==> src/rtl/counter_pkg.sv <==
// counter_pkg: shared direction and overflow-mode constants for the up/down counter
package counter_pkg;
  localparam logic DIR_UP = 1'b0;
  localparam logic DIR_DN = 1'b1;
  localparam int MODE_WRAP = 0;
  localparam int MODE_SAT = 1;
endpackage

==> src/rtl/updown_counter_n_if.sv <==
// updown_counter_n_if: control inputs and count/status outputs of the up/down counter
interface updown_counter_n_if #(parameter int WIDTH = 4);
  logic en;
  logic inst;
  logic [WIDTH-1:0] step;
  logic load;
  logic [WIDTH-1:0] load_val;
  logic [WIDTH-1:0] num;
  logic ovf;
  logic unf;
  logic zero;
  logic full;
  modport master (output en, inst, step, load, load_val, input num, ovf, unf, zero, full);
  modport slave (input en, inst, step, load, load_val, output num, ovf, unf, zero, full);
endinterface

==> src/rtl/addsub_n.sv <==
// addsub_n: combinational WIDTH-bit adder/subtractor, carry_borrow=1 on add carry or subtract borrow
module addsub_n #(
  parameter int WIDTH = 4
) (
  input  logic [WIDTH-1:0] a,
  input  logic [WIDTH-1:0] b,
  input  logic             sub,
  output logic [WIDTH-1:0] result,
  output logic             carry_borrow
);
  logic [WIDTH:0] s;
  assign s = {1'b0, a} + {1'b0, sub ? ~b : b} + {{WIDTH{1'b0}}, sub};
  assign result = s[WIDTH-1:0];
  assign carry_borrow = s[WIDTH] ^ sub;
endmodule

==> src/rtl/updown_counter_n.sv <==
// updown_counter_n: WIDTH-bit up/down counter with step, load, enable, wrap/saturate and ovf/unf pulses
module updown_counter_n
  import counter_pkg::*;
#(
  parameter int WIDTH = 4,
  parameter int SAT = MODE_WRAP,
  parameter logic [WIDTH-1:0] RESET_VAL = '0
) (
  input logic clk,
  input logic rst,
  updown_counter_n_if.slave bus
);
  logic [WIDTH-1:0] num_q, num_d, res;
  logic cb, clamp, ovf_q, unf_q, ovf_d, unf_d;
  addsub_n #(.WIDTH(WIDTH)) u_addsub (
    .a(num_q),
    .b(bus.step),
    .sub(bus.inst),
    .result(res),
    .carry_borrow(cb)
  );
  // next count: load beats enable; saturate mode clamps to the rail on carry/borrow
  always_comb begin
    clamp = (SAT == MODE_SAT) && cb;
    num_d = bus.load ? bus.load_val
          : !bus.en ? num_q
          : clamp ? (bus.inst == DIR_DN ? {WIDTH{1'b0}} : {WIDTH{1'b1}})
          : res;
    ovf_d = !bus.load && bus.en && bus.inst == DIR_UP && cb;
    unf_d = !bus.load && bus.en && bus.inst == DIR_DN && cb;
  end
  // count and pulse registers, cleared asynchronously by active-low rst
  always_ff @(posedge clk or negedge rst) begin
    if (!rst) begin
      num_q <= RESET_VAL;
      ovf_q <= 1'b0;
      unf_q <= 1'b0;
    end else begin
      num_q <= num_d;
      ovf_q <= ovf_d;
      unf_q <= unf_d;
    end
  end
  assign bus.num = num_q;
  assign bus.ovf = ovf_q;
  assign bus.unf = unf_q;
  assign bus.zero = num_q == {WIDTH{1'b0}};
  assign bus.full = &num_q;
endmodule
==> src/flat_wrapper.sv <==
// flat-port wrapper written by rule: the top's interface ports become plain ports
module updown_counter_n_flat import counter_pkg::*;
#(
  parameter int WIDTH = 4,
  parameter int SAT = MODE_WRAP,
  parameter logic [WIDTH-1:0] RESET_VAL = '0
)
  (clk, rst, bus_en, bus_inst, bus_step, bus_load, bus_load_val, bus_num, bus_ovf, bus_unf, bus_zero, bus_full);
  updown_counter_n_if #(.WIDTH(WIDTH)) bus_i ();
  input logic clk;
  input logic rst;
  input wire logic [$bits(bus_i.en)-1:0] bus_en;
  input wire logic [$bits(bus_i.inst)-1:0] bus_inst;
  input wire logic [$bits(bus_i.step)-1:0] bus_step;
  input wire logic [$bits(bus_i.load)-1:0] bus_load;
  input wire logic [$bits(bus_i.load_val)-1:0] bus_load_val;
  output wire logic [$bits(bus_i.num)-1:0] bus_num;
  output wire logic [$bits(bus_i.ovf)-1:0] bus_ovf;
  output wire logic [$bits(bus_i.unf)-1:0] bus_unf;
  output wire logic [$bits(bus_i.zero)-1:0] bus_zero;
  output wire logic [$bits(bus_i.full)-1:0] bus_full;
  assign bus_i.en = bus_en;
  assign bus_i.inst = bus_inst;
  assign bus_i.step = bus_step;
  assign bus_i.load = bus_load;
  assign bus_i.load_val = bus_load_val;
  assign bus_num = bus_i.num;
  assign bus_ovf = bus_i.ovf;
  assign bus_unf = bus_i.unf;
  assign bus_zero = bus_i.zero;
  assign bus_full = bus_i.full;
  updown_counter_n #(.WIDTH(WIDTH), .SAT(SAT), .RESET_VAL(RESET_VAL)) u_core (.clk(clk), .rst(rst), .bus(bus_i));
endmodule
==> config.mk <==
export PLATFORM = sky130hd
export DESIGN_NAME = updown_counter_n_flat
export DESIGN_NICKNAME = d
export VERILOG_FILES = /design/src/rtl/counter_pkg.sv /design/src/rtl/updown_counter_n_if.sv /design/src/rtl/addsub_n.sv /design/src/rtl/updown_counter_n.sv /design/src/flat_wrapper.sv
export SDC_FILE = /design/constraint.sdc
export NUM_CORES = 1
export LEC_CHECK = 0
export BUFFER_PORTS_ARGS = -buffer_cell sky130_fd_sc_hd__clkbuf_2
export CAP_MARGIN = 20
export CORE_AREA = 2 2 39 41
export DETAILED_ROUTE_END_ITERATION = 12
export DIE_AREA = 0 0 41 43
export GPL_ROUTABILITY_DRIVEN = 1
export SLEW_MARGIN = 5
export SYNTH_ARGS = -nofsm -noshare
export SYNTH_HDL_FRONTEND = slang
export SYNTH_SLANG_ARGS = --single-unit
export TNS_END_PERCENT = 10
==> constraint.sdc <==
create_clock -name clk -period 2.5 [get_ports clk]
set_input_delay 0.125 -clock clk [delete_from_list [all_inputs] [get_ports clk]]
set_output_delay 0.125 -clock clk [all_outputs]
set_load 0.01 [all_outputs]
==> Word level (Yosys, flattened, before mapping) <==
Index checks and enable logic that the tools add are counted.
{ "word_totals": {"regBits": 6, "input_bits": 13, "wordCells": 20, "out_inout_bits": 8} }
{ "classes": {"muxes": 3, "addsub": 2, "n_reduce_logical": 9, "bitwise": 3} }
{ "op_table": {"columns": ["op", "n"], "rows": [
  ["4-bit two-way mux", 3],
  ["4-bit by 4-bit adder with 5-bit output", 1],
  ["5-bit by 1-bit adder with 5-bit output", 1],
  ["1-bit logical AND", 5],
  ["4-bit logical NOT", 1],
  ["4-bit NOT", 1],
  ["4-bit AND reduction", 1],
  ["2-bit nonzero test", 1],
  ["1-bit logical NOT", 1],
  ["1-bit NOT", 1],
  ["1-bit XOR", 1]
]} }

==> Longest topological paths before layout <==
Gate-level depths: netlist (run 1).
{ "logic_depth": {"word_depth": 6, "mapped_depth": 8, "ltp_nobuf": 7} }

==> By module <==
Synthesis (run 1) repeated with hierarchy kept, for this count alone.
{ "unflattened": {"hier_cells": 47, "hier_area_um2": 485.5} }
{ "modules_own_cells": {"columns": ["module", "area_each_um2", "seq_area_each_um2", "cells_per_inst", "n_inst"], "rows": [
  ["updown_counter_n", 280.3, 150.1, 25, 1],
  ["addsub_n", 205.2, 0.0, 22, 1]
]} }

==> Worst setup path after synthesis (run 1) <==
OpenSTA, ideal clock, no wires.
{ "synth_timing": {"kind": "register -> register", "startpoint": "reg u_core.num_q[0], in the netlist u_core.bus.num[0]", "endpoint": "reg u_core.num_q[1], in the netlist u_core.bus.num[1]", "arrival_time_ns": 1.511, "stages_incl_launch_ff": 5, "period_less_slack_ns": 1.588, "path_slack_ns": 0.912, "setup_ns": 0.076, "n_path_buf": 0, "required_time_ns": 2.424, "cell_sequence": "dfrtp_1 mux2i_1 fa_1 mux2_1 o21ai_1"} }
{ "synth_via": {"elab_chain_cells": 4} }
{ "synth_rtl": {"columns": ["item", "line", "text"], "rows": [
  ["start: declaration", "updown_counter_n.sv:13", "logic [WIDTH-1:0] num_q, num_d, res;"],
  ["start signal: assignment", "updown_counter_n.sv:39", "num_q <= num_d;"],
  ["4-bit by 4-bit adder with 5-bit output", "addsub_n.sv:12", "assign s = {1'b0, a} + {1'b0, sub ? ~b : b} + {{WIDTH{1'b0}}, sub};"],
  ["5-bit by 1-bit adder with 5-bit output", "addsub_n.sv:12", null],
  ["4-bit two-way mux", "updown_counter_n.sv:26", ": !bus.en ? num_q"],
  ["4-bit two-way mux", "updown_counter_n.sv:25", "num_d = bus.load ? bus.load_val"]
]} }
Every way passes these cells. The select of a mux whose other input is x is not followed.
A chain may end at the register's enable or synchronous reset.

==> Final worst setup path (run 1) <==
Same ends and word-level chain as after synthesis.

==> results.sh, run 1 <==
export IMPL_rows=14
export IMPL_cts_root_buf="clkbuf_4"
export IMPL_final_hold_violation_count=0
export IMPL_p_comb_share_pct=38.4
export IMPL_drive_above_1_share_pct=36.36
export IMPL_skew_ns=0.004082
export IMPL_wl_um=872
export IMPL_cts_tree="built"
export IMPL_clock_path_buffers=2
export IMPL_cp_slowest_cell="fa_1"
export IMPL_final_cell_mix="clkbuf_2 (20), dfrtp_1 (6), nand2_1 (5), xor2_1 (4), o21ai_1 (4)"
export IMPL_ys_types=22
export IMPL_dr_total_vias=399
export IMPL_dp_hpwl_um=722.7
export IMPL_power_leakage_nw=0.3081
export IMPL_yosys_warnings=0
export IMPL_worstMarginPinSlew_ns=0.2579
export IMPL_drtIter0Drc=4
export IMPL_io_buffers=20
export IMPL_ys_flop_type="dfrtp_1"
export IMPL_overflow=0
export IMPL_rr_startpoint="u_core.bus.num[0]"
export IMPL_firstDrtPassIters=2
export IMPL_clk_pin_slew_ns=0.04
export IMPL_async_flop_share_pct=100.0
export IMPL_die_h_um=43
export IMPL_powerDensity_mw_per_mm2=618.1
export IMPL_end_kind="flip-flop"
export IMPL_fill_cells=137
export IMPL_reg2reg_depth=4
export IMPL_hold_path_class="in2reg"
export IMPL_yosys_area_top_type_share_pct=34.78
export IMPL_cts_repair_resized=0
export IMPL_htree_levels=1
export IMPL_drv_slew=0
export IMPL_track_usage_pct=12.75
export IMPL_synth_area_leaders="dfrtp_1 (35%), ha_1 (8.7%), xor2_1 (8.1%)"
export IMPL_grt_pass1_vias=371
export IMPL_nets=85
export IMPL_slowest_delay_ns=0.45
export IMPL_rrSetupSlack_ns=0.85
export IMPL_fin_hold_ws_ns=0.09120
export IMPL_cts_sinks=6
export IMPL_max_cap_viol_count=0
export IMPL_wl_per_cell_um=10.63
export IMPL_p_int_mw=0.2314
export IMPL_globalplace_congestion=0.6473
export IMPL_startpoint="u_core.bus.num[0]"
export IMPL_cp_cell_sequence="mux2i_1, fa_1, mux2_1, o21ai_1"
export IMPL_crit_arrival_ns=1.82
export IMPL_grt_setup_unrepaired="no"
export IMPL_final_area_um2=568.0
export IMPL_synth_top_area_cell="dfrtp_1"
export IMPL_power_frac_seq_pct=36.3
export IMPL_syn2layout_area_growth_pct=31.59
export IMPL_post_route_drc_count=0
export IMPL_status="finished clean"
export IMPL_place_ws_ns=0.8578
export IMPL_switching_share_pct=34.08
export IMPL_io_pins=21
export IMPL_ir_drop_v=0.0001267
export IMPL_setup_violations=0
export IMPL_finalNonFillerCells=82
export IMPL_fin_crit_sh_pct=66.01
export IMPL_ys_seq_elements=6
export IMPL_die_width_um=41
export IMPL_slew_limit_headroom_pct=82.32
export IMPL_critPathCapture="u_core.bus.num[1]"
export IMPL_postSynthAreaPerCell_um2=9.811
export IMPL_cp_start_kind="flip-flop"
export IMPL_fmax_mhz=606.0
export IMPL_cts_buffers=3
export IMPL_synth_edf_count=0
export IMPL_fin_setup_tns_ns=0
export IMPL_avgViaCountPerCell=4.866
export IMPL_initial_utilization_pct=31.19
export IMPL_clk_latency_ns=0.25
export IMPL_grt_max_degree=11
export IMPL_layout_commonest_cell="clkbuf_2"
export IMPL_p_total_mw=0.3511
export IMPL_path_class="reg2reg"
export IMPL_period_minus_slack_ns=1.650
export IMPL_clock_power_share_pct=25.2
export IMPL_antennaDiodeCount=0
export IMPL_place_area_um2=535.5
export IMPL_switchingPower_mw=0.1197
export IMPL_setup_slack_ns=0.8498
export IMPL_dieArea_mm2=0.001763
export IMPL_synth_seq_area_share_pct=34.78
export IMPL_antenna_found_initial=0
export IMPL_critPathMaxFanout=5
export IMPL_syn_nets=61
export IMPL_regToRegEndpoint="u_core.bus.num[1]"
export IMPL_syn_inst=44
export IMPL_finalCoreUtilization_pct=41.05
export IMPL_syn_area_um2=431.7
export IMPL_grt_pass1_wl_um=1455
export IMPL_core_area_mm2=0.001384
export IMPL_drtAntennaViolNets=0
export IMPL_worstPathRequired_ns=2.67
export IMPL_place_inst=78
==> cell type report <==
type / count / area, um^2 / share of cell area [%]
multi-input combinational: 33 / 254.0 / 44.71
sequential: 6 / 150.1 / 26.43
inverter: 3 / 11.26 / 1.982
timing repair buffer: 21 / 110.1 / 19.38
clock buffer: 3 / 22.52 / 3.965
tap: 16 / 20.02 / 3.524
==> layer usage <==
layer  global-route usage, %  vias up  part of all wire, %  wire length [um]
met3                   3.141        4                  7.1                62
li1                        -      199                    -                 -
met1                   11.58      179                   39               344
met2                   20.94       17                   50               435
met4                   12.00        0                  3.3                29
met5                       0        -                    0                 0
==> repair_timing <==
item	in CTS	in global routing
hold buffers	1	0
setup buffers	0	0
endpoints found under the hold margin	6	0
==> critical path, delay by kind of cell (launching register included) <==
kind	cells	cell delay (ns)
multiplexers	2	0.56
flip-flops	1	0.42
adder cells (fa/ha/maj)	1	0.45
AO/OA/AOI/OAI	1	0.14
==> registers in the layout (all words and copies together), names as in the netlist <==
signal          cells
u_core.bus.num      4
u_core.bus.ovf      1
u_core.bus.unf      1
==> power groups by stage <==
stage / Sequential (mW) / Combinational, mW / Clock (mW)
after floorplan: 0.131 / 0.0903 / 0
after global placement: 0.129 / 0.135 / 0
after detailed placement: 0.129 / 0.136 / 0
after CTS: 0.128 / 0.138 / 0.0908
after global routing: 0.130 / 0.158 / 0.0999
final: 0.128 / 0.135 / 0.0886
==> worst min path at each step <==
| stage | start | to | slack [ns] | depth (start not counted) |
|---|---|---|---|---|
| global placement | rst | u_core.bus.num[1] | -0.04 | 1 |
| global route | bus_load_val[2] | u_core.bus.num[2] | 0.13 | 3 |
| finish | bus_load_val[2] | u_core.bus.num[2] | 0.09 | 3 |
| floorplan | rst | u_core.bus.num[0] | -0.17 | 0 |
| CTS | bus_load_val[2] | u_core.bus.num[2] | 0.09 | 3 |
| detailed placement | rst | u_core.bus.num[2] | -0.04 | 1 |
==> kinds of logic after synthesis <==
kind of cell / Yosys count / synth area share [%]
xor+xnor: 6 / 12.17
buf+inv: 5 / 6.375
fa+ha+maj: 4 / 13.33
simple gates: 11 / 13.62
compound gates: 9 / 12.47
flops: 6 / 34.78
mux: 3 / 7.246
==> synthesized netlist by cell type, drive strengths merged, types with 2 or more instances <==
library cell and instances:
a21oi 2, mux2i 2, dfrtp 6, o21ai 5, inv 3, ha 3
nand2 5, xor2 4, xnor2 2
Note: power is estimated with default switching activity, not from simulation.
==> run 2, diff against run 1 <==
==> constraint.sdc (replaced) <==
create_clock -name clk -period 1.4 [get_ports clk]
set_input_delay 0.07 -clock clk [delete_from_list [all_inputs] [get_ports clk]]
set_output_delay 0.07 -clock clk [all_outputs]
set_load 0.01 [all_outputs]
==> run 2 against run 1 <==
Effect of this change:
- the flow now finishes with violations (negative setup slack)
- flip-flop and latch count did not move
- clock skew increased by 0.0056 ns
- power up 99%
- fmax grew 13%
- utilization rose by 5.3 points
- sequential power increased by 70%
- clock power is 93% higher
- sequential share of layout area shrank 2.8 points
- worst hold slack got worse by 0.043 ns
- critical path type unchanged
- largest cell class unchanged
- highest routed layer is now met3
==> results.sh, run 2 (synthesized netlist as in run 1, its figures left out) <==
export IMPL_worstPathRequired_ns=1.57
export IMPL_firstDrtPassIters=4
export IMPL_violations="negative setup slack"
export IMPL_dieArea_mm2=0.001763
export IMPL_die_width_um=41
export IMPL_status="finished with violations"
export IMPL_cts_sinks=6
export IMPL_finalNonFillerCells=89
export IMPL_dr_total_vias=410
export IMPL_antennaDiodeCount=0
export IMPL_io_buffers=20
export IMPL_htree_levels=1
export IMPL_rrSetupSlack_ns=-0.06
export IMPL_grt_setup_unrepaired="yes"
export IMPL_globalplace_congestion=0.6794
export IMPL_path_delay_family="multiplexers"
export IMPL_layout_commonest_cell="clkbuf_2"
export IMPL_setup_violations=2
export IMPL_finalCoreUtilization_pct=46.38
export IMPL_crit_arrival_ns=1.62
export IMPL_grt_pass1_wl_um=1449
export IMPL_overflow=0
export IMPL_dp_hpwl_um=803
export IMPL_holdPathEnd="u_core.bus.num[1]"
export IMPL_grt_pass1_vias=376
export IMPL_hp_start="bus_load_val[1]"
export IMPL_clk_latency_ns=0.25
export IMPL_cts_tree="built"
export IMPL_post_route_drc_count=0
export IMPL_antenna_found_initial=0
export IMPL_fin_crit_sh_pct=104.0
export IMPL_track_usage_pct=12.35
export IMPL_ir_drop_v=0.0005403
export IMPL_power_leakage_nw=0.3428
export IMPL_cts_buffers=3
export IMPL_syn2layout_area_growth_pct=48.70
export IMPL_grt_max_degree=11
export IMPL_slowest_delay_ns=0.43
export IMPL_hold_path_class="in2reg"
export IMPL_drtAntennaViolNets=0
export IMPL_core_area_mm2=0.001384
export IMPL_skew_ns=0.009688
export IMPL_avgViaCountPerCell=4.607
export IMPL_io_pins=21
export IMPL_reg2reg_depth=4
export IMPL_slew_limit_headroom_pct=84.53
export IMPL_wl_um=940
export IMPL_drtIter0Drc=10
export IMPL_regToRegEndpoint="u_core.bus.num[1]"
export IMPL_path_class="reg2reg"
export IMPL_critPathMaxFanout=2
export IMPL_cp_cell_sequence="mux2i_4, fa_1, mux2_4, o21ai_2"
export IMPL_rr_startpoint="u_core.bus.num[0]"
export IMPL_clock_path_buffers=2
export IMPL_wl_per_cell_um=10.56
export IMPL_powerDensity_mw_per_mm2=1090
export IMPL_largest_reg_flops=4
export IMPL_fin_hold_ws_ns=0.04848
export IMPL_place_inst=83
export IMPL_final_area_um2=641.9
export IMPL_drv_slew=0
export IMPL_final_cell_mix="clkbuf_2 (20), buf_4 (6), nand2_1 (5), dfrtp_1 (5), xor2_1 (4)"
export IMPL_rows=14
export IMPL_clk_pin_slew_ns=0.05
export IMPL_path_buf_inv=0
export IMPL_cts_root_buf="clkbuf_4"
export IMPL_place_area_um2=590.6
export IMPL_fmax_mhz=686.8
export IMPL_final_hold_violation_count=0
export IMPL_end_kind="flip-flop"
export IMPL_worstMarginPinSlew_ns=0.2299
export IMPL_nets=91
export IMPL_setup_slack_ns=-0.05594
export IMPL_initial_utilization_pct=31.19
export IMPL_min_delay_path_depth=3
export IMPL_cp_start_kind="flip-flop"
export IMPL_max_cap_viol_count=0
export IMPL_fin_setup_tns_ns=-0.09602
export IMPL_cp_slowest_cell="fa_1"
export IMPL_period_minus_slack_ns=1.456
export IMPL_drive_above_1_share_pct=47.95
export IMPL_die_h_um=43
==> run 2: repair_timing <==
item / in CTS / in global routing
resized for setup: 1 / 1
hold buffers: 1 / 0
endpoints found under the setup margin: 3 / 5
endpoints found under the hold margin: 6 / 0
buffers inserted: 1 / 0
pin swaps: 1 / 0
==> run 2: metal layers <==
layer,wire length [um],global-route usage [%],up-vias
li1,-,-,211
met1,424,15.18,182
met2,432,17.50,17
met3,83,4.188,0
met4,0,8.000,0
met5,0,0,-
==> run 2: tightest hold or removal path, cell delays in order <==
cell and delay, ns:
clkbuf_2 0.08, nand2_1 0.06, o21ai_2 0.05
==> run 2: report_power, final <==
part           switching, mW  internal (mW)
sequential            0.0204          0.198
clock                 0.0627          0.108
combinational          0.149          0.162
total                  0.232          0.468
==> run 2: worst max path at each step <==
stage / endpoint / start / cells after the start
final: u_core.bus.num[1] / u_core.bus.num[0] / 4
after global routing: u_core.bus.unf / u_core.bus.num[0] / 6
after CTS: u_core.bus.num[1] / u_core.bus.num[0] / 4
after detailed placement: u_core.bus.num[1] / u_core.bus.num[0] / 4
after global placement: u_core.bus.num[1] / u_core.bus.num[0] / 4
after floorplan: u_core.bus.num[1] / u_core.bus.num[0] / 4
==> run 2: layout make-up <==
class | instances | area [um^2]
timing repair buffer | 27 | 155.1
clock buffer | 4 | 26.28
fill | 133 | 742.0
tap | 16 | 20.02
sequential | 6 | 151.4
multi-input combinational | 33 | 277.8
inverter | 3 | 11.26
==> run 2: metrics by stage <==
step,power (mW),worst slack (ns)
floorplan,0.4105,-0.07493
global placement,0.5202,-0.05318
detailed placement,0.5199,-0.06237
CTS,0.7070,-0.05527
global route,0.7617,-0.1168
finish,0.6999,-0.05594
==> run 3, diff against run 2 <==
==> constraint.sdc (replaced) <==
create_clock -name clk -period 1.3 [get_ports clk]
set_input_delay 0.065 -clock clk [delete_from_list [all_inputs] [get_ports clk]]
set_output_delay 0.065 -clock clk [all_outputs]
set_load 0.01 [all_outputs]
==> run 3 against run 2 <==
Effect of this change:
- the flow still finishes with violations (negative setup slack)
- combinational power increased by 38%
- clock power up 15%
- count of clock-buffer cells in the layout stayed put
- clock skew up 0.0025 ns
- global-route usage up 1.7 points
- final cell count grew 2.2%
- via count is 9.0% higher
- sequential power grew 7%
- register-to-register slack got worse by 0.12 ns
- highest routed layer unchanged
- worst hold slack worse by 0.024 ns
- final area rose by 8.2%
==> results.sh, run 3 (synthesized netlist as in run 1, its figures left out) <==
export IMPL_status="finished with violations"
export IMPL_violations="negative setup slack"
export IMPL_dieArea_mm2=0.001763
export IMPL_place_inst=85
export IMPL_drtIter0Drc=6
export IMPL_drive_above_1_share_pct=54.67
export IMPL_grt_max_degree=11
export IMPL_antennaDiodeCount=0
export IMPL_syn2layout_area_growth_pct=60.87
export IMPL_slew_limit_headroom_pct=84.55
export IMPL_die_h_um=43
export IMPL_worstPathRequired_ns=1.49
export IMPL_path_class="reg2reg"
export IMPL_fmax_mhz=675.7
export IMPL_overflow=0
export IMPL_wl_um=1167
export IMPL_p_total_mw=0.8591
export IMPL_core_area_mm2=0.001384
export IMPL_clk_latency_ns=0.26
export IMPL_period_minus_slack_ns=1.480
export IMPL_wl_per_cell_um=12.82
export IMPL_hold_path_class="in2reg"
export IMPL_io_buffers=20
export IMPL_final_hold_violation_count=0
export IMPL_power_leakage_nw=0.3596
export IMPL_worstMarginPinSlew_ns=0.2310
export IMPL_htree_levels=1
export IMPL_cts_tree="built"
export IMPL_cp_start_kind="flip-flop"
export IMPL_clock_path_buffers=2
export IMPL_die_width_um=41
export IMPL_antenna_found_initial=0
export IMPL_critPathMaxFanout=2
export IMPL_finalNonFillerCells=91
export IMPL_setup_slack_ns=-0.1800
export IMPL_largest_reg_flops=4
export IMPL_drtAntennaViolNets=0
export IMPL_drv_slew=0
export IMPL_cts_sinks=6
export IMPL_firstDrtPassIters=4
export IMPL_grt_setup_unrepaired="yes"
export IMPL_nets=93
export IMPL_max_cap_viol_count=0
export IMPL_io_pins=21
export IMPL_powerDensity_mw_per_mm2=1237
export IMPL_post_route_drc_count=0
export IMPL_skew_ns=0.01222
export IMPL_dp_hpwl_um=837
export IMPL_end_kind="flip-flop"
export IMPL_cts_root_buf="clkbuf_4"
export IMPL_avgViaCountPerCell=4.912
export IMPL_grt_pass1_wl_um=1635
export IMPL_track_usage_pct=14.08
export IMPL_ir_drop_v=0.0006583
export IMPL_layout_commonest_cell="clkbuf_2"
export IMPL_clk_pin_slew_ns=0.06
export IMPL_crit_arrival_ns=1.67
export IMPL_initial_utilization_pct=31.19
export IMPL_cts_buffers=3
export IMPL_rows=14
export IMPL_setup_violations=6
export IMPL_globalplace_congestion=0.6795
export IMPL_dr_total_vias=447
export IMPL_fill_cells=143
export IMPL_grt_pass1_vias=419
export IMPL_fin_crit_sh_pct=113.8
export IMPL_final_cell_mix="clkbuf_2 (19), buf_4 (8), nand2_1 (5), dfrtp_1 (5), xor2_1 (4)"
## run 3: area by class of cell
class | instances | area [um^2] | share of cell area, %
Timing Repair Buffer | 29 | 170.2 | 24.50
Multi-Input combinational cell | 33 | 315.3 | 45.41
Tap cell | 16 | 20.02 | 2.883
Clock buffer | 4 | 26.28 | 3.784
Sequential cell | 6 | 151.4 | 21.80
Inverter | 3 | 11.26 | 1.622
## run 3: final timing paths
path / from / to / slack, ns / cells past startpoint
setup / recovery: u_core.bus.num[0] / u_core.bus.num[1] / -0.18 / 4
setup reg to reg: u_core.bus.num[0] / u_core.bus.num[1] / -0.18 / 4
hold reg to reg: u_core.bus.num[3] / u_core.bus.num[3] / 0.69 / 3
hold / removal: bus_load_val[1] / u_core.bus.num[1] / 0.02 / 3
max in group asynchronous: rst / u_core.bus.num[3] / 0.97 / 2
min in group asynchronous: rst / u_core.bus.ovf / 0.17 / 2
## run 3: stage by stage
step / utilization [%] / hold slack [ns] / setup slack, ns / setup TNS, ns / area [um^2]
after global routing: 50.18 / 0.02602 / -0.2175 / -0.7827 / 694.4
final: 50.18 / 0.02444 / -0.1800 / -0.5085 / 694.4
after global placement: 43.76 / -0.1044 / -0.1599 / -0.4163 / 605.6
after floorplan: - / -0.2306 / -0.1749 / -0.5486 / 449.2
after detailed placement: 43.76 / -0.1062 / -0.1822 / -0.5462 / 605.6
after CTS: 47.65 / 0.01914 / -0.1614 / -0.5199 / 659.4
## run 3: routing by layer
layer	up-vias	track usage [%]	share of wire, %
met5	-	0	0
met4	0	4.000	0
met3	0	4.712	6.9
met2	22	22.81	52
met1	211	16.89	41
li1	214	-	-
## run 3: worst max-delay path: stages, from the launching register on
cell	delay [ns]
dfrtp_2	0.42
mux2i_4	0.16
fa_2	0.45
mux2_4	0.27
o21ai_2	0.10
## run 3: repair_timing
item	in CTS	in global routing
hold buffers	1	0
buffers inserted	1	0
pin swaps	2	1
endpoints found under the setup margin	6	6
resized for setup	2	6
hold endpoints to repair	6	0
## run 3: power by group
part | total [mW] | switching, mW | internal, mW
clock network | 0.197 | 0.0798 | 0.117
registers | 0.234 | 0.0205 | 0.213
logic | 0.429 | 0.206 | 0.223
total | 0.859 | 0.306 | 0.553
